File: config.mk
export PLATFORM = sky130hd
export DESIGN_NAME = bcd_addsub_sequencer
export DESIGN_NICKNAME = d
export VERILOG_FILES = /design/src/rtl/bcd_addsub_sequencer_pkg.sv /design/src/rtl/bcd_addsub_sequencer_digit_adder.sv /design/src/rtl/bcd_addsub_sequencer.sv
export SDC_FILE = /design/constraint.sdc
export NUM_CORES = 1
export LEC_CHECK = 0
export ABC_AREA = 1
export CAP_MARGIN = 20
export CORE_MARGIN = 5
export CORE_UTILIZATION = 45
export DETAILED_ROUTE_END_ITERATION = 10
export PLACE_DENSITY = 0.69
export SETUP_SLACK_MARGIN = 0.15
export SKIP_LAST_GASP = 1
export SYNTH_ARGS = -nofsm -noshare
export SYNTH_HDL_FRONTEND = slang
export SYNTH_SLANG_ARGS = --single-unit
File: constraint.sdc
create_clock -name clk -period 3.1 [get_ports clk]
set_input_delay 0.465 -clock clk [delete_from_list [all_inputs] [get_ports clk]]
set_output_delay 0.465 -clock clk [all_outputs]
set_load 0.01 [all_outputs]
File: src/rtl/bcd_addsub_sequencer_pkg.sv
// Shared encodings and constants for the digit-serial BCD add/subtract sequencer.
package bcd_addsub_sequencer_pkg;

   localparam int unsigned DIGIT_W = 4;

   localparam logic OP_ADD = 1'b0;
   localparam logic OP_SUB = 1'b1;

   localparam logic [DIGIT_W-1:0] C9 = 4'b1001;

   typedef enum logic [2:0] {
      IDLE  = 3'd0,
      CHECK = 3'd1,
      PASS1 = 3'd2,
      EAC   = 3'd3,
      COMP  = 3'd4,
      DONE  = 3'd5
   } state_e;

endpackage

File: src/rtl/bcd_addsub_sequencer_digit_adder.sv
// Single-digit BCD adder with decimal correction; purely combinational.
module bcd_digit_adder
   import bcd_addsub_sequencer_pkg::*;
(
   input  logic [DIGIT_W-1:0] a,
   input  logic [DIGIT_W-1:0] b,
   input  logic               cin,
   output logic [DIGIT_W-1:0] sum,
   output logic               cout
);

   logic [DIGIT_W:0] w_bin;

   always_comb begin
      w_bin = (DIGIT_W+1)'(a) + (DIGIT_W+1)'(b) + (DIGIT_W+1)'(cin);
      sum   = w_bin[DIGIT_W-1:0];
      cout  = 1'b0;
      if (w_bin > (DIGIT_W+1)'(9)) begin
         sum  = DIGIT_W'(w_bin + (DIGIT_W+1)'(6));
         cout = 1'b1;
      end
   end

endmodule

File: src/rtl/bcd_addsub_sequencer.sv
// Digit-serial BCD add/subtract: nine's-complement pass, then end-around carry or
// final complement, sharing one digit adder across passes.
module bcd_addsub_sequencer
   import bcd_addsub_sequencer_pkg::*;
#(
   parameter int unsigned DIGIT_NUM = 8
) (
   input  logic                           clk,
   input  logic                           reset,
   input  logic                           start,
   input  logic                           op,
   input  logic [DIGIT_W*DIGIT_NUM-1:0]   A,
   input  logic [DIGIT_W*DIGIT_NUM-1:0]   B,
   output logic                           busy,
   output logic                           done,
   output logic [DIGIT_W*DIGIT_NUM-1:0]   S,
   output logic                           cout,
   output logic                           neg,
   output logic                           err
);

   localparam int unsigned W  = DIGIT_W * DIGIT_NUM;
   localparam int unsigned CW = (DIGIT_NUM > 1) ? $clog2(DIGIT_NUM) : 1;
   localparam logic [CW-1:0] LAST = CW'(DIGIT_NUM - 1);

   state_e          r_state, w_state_nxt;
   logic [W-1:0]    r_a, r_b, r_s, w_a_nxt, w_b_nxt, w_s_nxt;
   logic            r_op, w_op_nxt;
   logic [CW-1:0]   r_cnt, w_cnt_nxt;
   logic            r_carry, w_carry_nxt;
   logic            r_cout, r_neg, r_err, r_busy, r_done;
   logic            w_cout_nxt, w_neg_nxt, w_err_nxt;

   logic [DIGIT_W-1:0] w_a_dig, w_b_dig, w_s_dig, w_y_dig;
   logic [DIGIT_W-1:0] w_add_a, w_add_b, w_dsum;
   logic               w_dcout, w_bad;
   logic [W-1:0]       w_s_comp;

   assign w_a_dig = r_a[DIGIT_W*r_cnt +: DIGIT_W];
   assign w_b_dig = r_b[DIGIT_W*r_cnt +: DIGIT_W];
   assign w_s_dig = r_s[DIGIT_W*r_cnt +: DIGIT_W];
   assign w_y_dig = (r_op == OP_SUB) ? (C9 - w_b_dig) : w_b_dig;

   // EAC reuses the adder to ripple +1 through S; PASS1 feeds A and Y.
   assign w_add_a = (r_state == EAC) ? w_s_dig : w_a_dig;
   assign w_add_b = (r_state == EAC) ? '0 : w_y_dig;

   bcd_digit_adder u_digit_adder (
      .a    (w_add_a),
      .b    (w_add_b),
      .cin  (r_carry),
      .sum  (w_dsum),
      .cout (w_dcout)
   );

   always_comb begin
      w_bad    = 1'b0;
      w_s_comp = '0;
      for (int i = 0; i < int'(DIGIT_NUM); i++) begin
         if (r_a[DIGIT_W*i +: DIGIT_W] > C9 || r_b[DIGIT_W*i +: DIGIT_W] > C9)
            w_bad = 1'b1;
         w_s_comp[DIGIT_W*i +: DIGIT_W] = C9 - r_s[DIGIT_W*i +: DIGIT_W];
      end
   end

   always_comb begin
      w_state_nxt = r_state;
      w_a_nxt     = r_a;
      w_b_nxt     = r_b;
      w_op_nxt    = r_op;
      w_s_nxt     = r_s;
      w_cnt_nxt   = r_cnt;
      w_carry_nxt = r_carry;
      w_cout_nxt  = r_cout;
      w_neg_nxt   = r_neg;
      w_err_nxt   = r_err;
      case (r_state)
         IDLE: begin
            if (start) begin
               w_a_nxt     = A;
               w_b_nxt     = B;
               w_op_nxt    = op;
               w_s_nxt     = '0;
               w_cout_nxt  = 1'b0;
               w_neg_nxt   = 1'b0;
               w_err_nxt   = 1'b0;
               w_cnt_nxt   = '0;
               w_carry_nxt = 1'b0;
               w_state_nxt = CHECK;
            end
         end
         CHECK: begin
            w_cnt_nxt   = '0;
            w_carry_nxt = 1'b0;
            if (w_bad) begin
               w_err_nxt   = 1'b1;
               w_state_nxt = DONE;
            end else begin
               w_state_nxt = PASS1;
            end
         end
         PASS1: begin
            w_s_nxt[DIGIT_W*r_cnt +: DIGIT_W] = w_dsum;
            w_carry_nxt = w_dcout;
            w_cnt_nxt   = r_cnt + CW'(1);
            if (r_cnt == LAST) begin
               w_cnt_nxt = '0;
               if (r_op == OP_ADD) begin
                  w_cout_nxt  = w_dcout;
                  w_carry_nxt = 1'b0;
                  w_state_nxt = DONE;
               end else if (w_dcout) begin
                  w_carry_nxt = 1'b1;
                  w_state_nxt = EAC;
               end else begin
                  w_carry_nxt = 1'b0;
                  w_state_nxt = COMP;
               end
            end
         end
         EAC: begin
            w_s_nxt[DIGIT_W*r_cnt +: DIGIT_W] = w_dsum;
            w_carry_nxt = w_dcout;
            w_cnt_nxt   = r_cnt + CW'(1);
            if (r_cnt == LAST) begin
               w_cnt_nxt   = '0;
               w_carry_nxt = 1'b0;
               w_state_nxt = DONE;
            end
         end
         COMP: begin
            // A == B lands here with S all nines; its complement is zero, not negative.
            w_s_nxt     = w_s_comp;
            w_neg_nxt   = (w_s_comp != '0);
            w_state_nxt = DONE;
         end
         DONE:    w_state_nxt = IDLE;
         default: w_state_nxt = IDLE;
      endcase
   end

   always_ff @(posedge clk) begin
      if (reset) begin
         r_state <= IDLE;
         r_a     <= '0;
         r_b     <= '0;
         r_op    <= 1'b0;
         r_s     <= '0;
         r_cnt   <= '0;
         r_carry <= 1'b0;
         r_cout  <= 1'b0;
         r_neg   <= 1'b0;
         r_err   <= 1'b0;
         r_busy  <= 1'b0;
         r_done  <= 1'b0;
      end else begin
         r_state <= w_state_nxt;
         r_a     <= w_a_nxt;
         r_b     <= w_b_nxt;
         r_op    <= w_op_nxt;
         r_s     <= w_s_nxt;
         r_cnt   <= w_cnt_nxt;
         r_carry <= w_carry_nxt;
         r_cout  <= w_cout_nxt;
         r_neg   <= w_neg_nxt;
         r_err   <= w_err_nxt;
         r_busy  <= (w_state_nxt != IDLE);
         r_done  <= (w_state_nxt == DONE);
      end
   end

   assign busy = r_busy;
   assign done = r_done;
   assign S    = r_s;
   assign cout = r_cout;
   assign neg  = r_neg;
   assign err  = r_err;

endmodule
==> flow_metrics.py <==
metrics = {
    "timing": {
        "slew_viol_final": 0,
        "fmax_mhz": 317.6,
        "fin_tns_setup_ps": -94.98,
        "fin_skew_ps": 6.335,
        "hold_viol": 0,
        "timing.final.ws_setup_ps": -48.86,
        "slew_headroom_pct": 33.10,
        "fin_crit_sh_pct": 101.6,
        "rsz0062_at_grt": "yes",
        "setup_viol": 3,
        "worstMarginPinSlew_ps": 1004,
        "timing.final.crit_period_ps": 3149,
    },
    "power": {
        "ir_drop_v": 0.0005814,
        "pwr-share-clk_pct": 13.8,
        "combPwrFrac_pct": 60.6,
        "seqPwrFrac_pct": 25.6,
        "p_sw_uw": 4160,
        "switching_share_pct": 48.09,
        "power.internal_uw": 4490,
        "p_per_area_nw_per_um2": 1070,
        "power_leakage_uw": 0.003194,
    },
    "run_status": {
        "violations": "setup timing",
        "status": "finished with violations",
    },
    "cells_and_area": {
        "utilization_pct": 60.55,
        "finalNonFillerCells": 1220,
        "area_delta_synth_final_pct": 31.22,
        "fillers": 1291,
        "antenna_cells": 0,
        "drive_above_1_share_pct": 12.64,
        "nNetsFinal": 1127,
    },
    "synth": {
        "synth_compound_area_share_pct": 25.45,
        "synthAdderAreaFrac_pct": 4.103,
        "syn_area_per_cell_um2": 6.623,
        "synth-simple-area-share_pct": 22.71,
        "yosysWarnings": 0,
        "synthMuxAreaShare_pct": 0,
        "yosysSeqAreaShare_pct": 35.43,
        "synth_top_area_share_pct": 35.43,
        "synth_top_family_by_area": "compound AO/OA/AOI/OAI gates",
        "yosysTopAreaCell": "dfxtp_1",
        "synth_area_leaders": "dfxtp_1 (35%), o21ai_0 (13%), a21oi_1 (9.3%)",
        "synth_cell_types": 30,
        "netlist_instances": 930,
        "ys_ff_latch": 109,
        "syn_area_um2": 6160,
        "synth_xor_area_share_pct": 1.280,
        "syn-num-nets": 1017,
    },
    "global_route": {
        "grt_pass1_vias": 6228,
        "grt_overflow": 0,
        "antenna_found_initial": 0,
        "grt_pass1_wl_um": 32890,
        "grt_max_degree": 67,
        "grt_usage_pct": 25.39,
    },
    "critical_path": {
        "worstSetupEndpointType": "flip-flop",
        "arrival_ps": 3440,
        "cp-start-kind": "flip-flop",
        "crit_path_max_incr_delay_ps": 410,
        "cp.required_ps": 3390,
        "path_cells": "buf_4, buf_6, a21oi_2, o21ai_0, nand3_1, nand2_2, ha_1, o21ai_1, a21oi_1, ha_1, nand2_1, a21oi_4, o21ai_2, nand2_1, nand2_4, nor2_2, buf_6, nand3_1, a21oi_2",
        "critPathKind": "flip-flop to flip-flop",
        "crit_fanout": 14,
        "cp_num_buf_inv": 3,
        "critPathSlowestCell": "ha_1",
        "cpLargestDelayFamily": "compound AO/OA/AOI/OAI gates",
    },
    "run": {
        "timing.max_cap.violations": 0,
    },
    "clock_network": {
        "cts_max_level": 3,
        "clock_sinks": 109,
        "cts_tree": "built",
        "cts_root_buf": "clkbuf_16",
        "cts_buffer_depth": 2,
        "clk_latency_ps": 350,
        "numCtsBuffers": 9,
        "hold_buffers": 0,
        "path_clk_slew_ps": 70,
    },
    "placement": {
        "io_buffers": 104,
        "gp_congestion": 1.006,
        "dp_hpwl_um": 15440,
        "dp_cells": 1194,
        "dp_slack_ps": -88.70,
    },
    "die": {
        "dieWidth_um": 127.0,
        "die_height_um": 127.0,
        "coreArea_um2": 13350,
        "initial_core_util_pct": 46.15,
        "std_cell_rows": 42,
        "ioPinCount": 105,
        "die_area_um2": 16130,
    },
    "routing": {
        "routedWlPerCell_um": 17.55,
        "first_pass_iters": 6,
        "drt_iter0_drc": 729,
        "wirelength_um": 21410,
        "drc": 0,
        "ant_nets": 0,
        "num_vias": 6799,
        "avgViaCountPerCell": 5.573,
    },
    "hold_path": {
        "holdCritPathClass": "flip-flop to flip-flop",
    },
}
[metrics by stage]
step	hold slack [ps]	cell area, um^2	power (uW)
5_1_grt	486.8	8083	9209
6_report	463.6	8083	8651
4_1_cts	464.7	7934	8099
3_5_place_dp	451.9	7461	6380
2_1_floorplan	429.7	6196	4929
3_3_place_gp	449.8	7461	6367
[synth_stat cells (all sizes together)]
| cell type | instances |
|---|---|
| xnor2 | 8 |
| o211ai | 17 |
| fa | 2 |
| buf | 32 |
| ha | 17 |
| nor4 | 6 |
| xor2 | 1 |
| a31oi | 8 |
| nor2b | 1 |
| o21ai | 163 |
| nand2 | 109 |
| nor3 | 6 |
| or2 | 1 |
| nand3 | 59 |
| inv | 109 |
| a21oi | 114 |
| clkbuf | 19 |
| nor2 | 142 |
| dfxtp | 109 |
| nand4 | 7 |
[per-layer routing]
layer  GRT usage [%]  part of all wire, %
met5               0                    0
met4           8.580                  2.9
met3           4.508                  8.5
met2           38.54                   43
met1           36.50                   45
[path summary, 6_finish.rpt]
check	startpoint	endpoint	slack [ps]	depth (start not counted)
max	r_cnt[0]	S[27]	-50	19
min	cout	cout	460	2
max reg2reg	r_cnt[0]	S[27]	-50	19
min reg2reg	cout	cout	460	2
[state kept, by name (all words and copies together), names as in the netlist]
register / count
r_cnt: 3
busy: 1
r_a: 32
r_carry: 1
r_state: 3
cout: 1
S: 32
err: 1
done: 1
r_b: 32
neg: 1
r_op: 1
[timing repair]
item	4_1_cts	5_1_grt
endpoints found under the setup margin	31	31
resized for setup	32	38
buffers inserted	9	2
pin swaps	18	23
[power groups by stage]
stage | sequential, uW | combinational [uW] | clock (uW)
CTS | 2200 | 4700 | 1200
global route | 2250 | 5710 | 1250
finish | 2210 | 5250 | 1190
floorplan | 2140 | 2790 | 0
global placement | 2220 | 4150 | 0
detailed placement | 2210 | 4170 | 0
[kinds of logic (layout without fill, tap and decap cells)]
family,after synthesis,after routing
adders and majority gates,19,19
and+or+nand+nor,331,331
buffers and inverters,160,274
xor gates and xnor gates,9,9
DFF,109,109
AOI/OAI and AO/OA,302,302
[worst register-to-register path, stage by stage (launching register included)]
cell and delay (ps):
dfxtp_4 380, buf_4 150, buf_6 140, a21oi_2 140, o21ai_0 90, nand3_1 110
nand2_2 70, ha_1 280, o21ai_1 120, a21oi_1 60, ha_1 410, nand2_1 150
a21oi_4 220, o21ai_2 70, nand2_1 110, nand2_4 70, nor2_2 150, buf_6 150
nand3_1 90, a21oi_2 140
[final cells by class]
cell class / instances / area [um^2] / share of cell area (%)
Clock buffer: 11 / 252.7 / 3.127
Clock inverter: 4 / 47.55 / 0.5882
Inverter: 109 / 416.7 / 5.155
Multi-Input combinational cell: 661 / 3535 / 43.73
Sequential cell: 109 / 2188 / 27.07
Tap cell: 176 / 220.2 / 2.724
Timing Repair Buffer: 150 / 1423 / 17.60
[placed cells by master (no fill, tap or decap), types with 9 or more instances in the layout]
cell / instances
buf_4: 41
a21oi_2: 9
nor2_1: 131
dfxtp_1: 106
inv_2: 12
o211ai_1: 17
clkdlybuf4s50_1: 104
nand3_1: 48
nand3_2: 9
o21ai_0: 146
o21ai_1: 14
inv_1: 95
ha_1: 16
a21oi_1: 104
clkbuf_16: 9
nand2_1: 94
No activity file was read; power rests on OpenSTA's default activity.
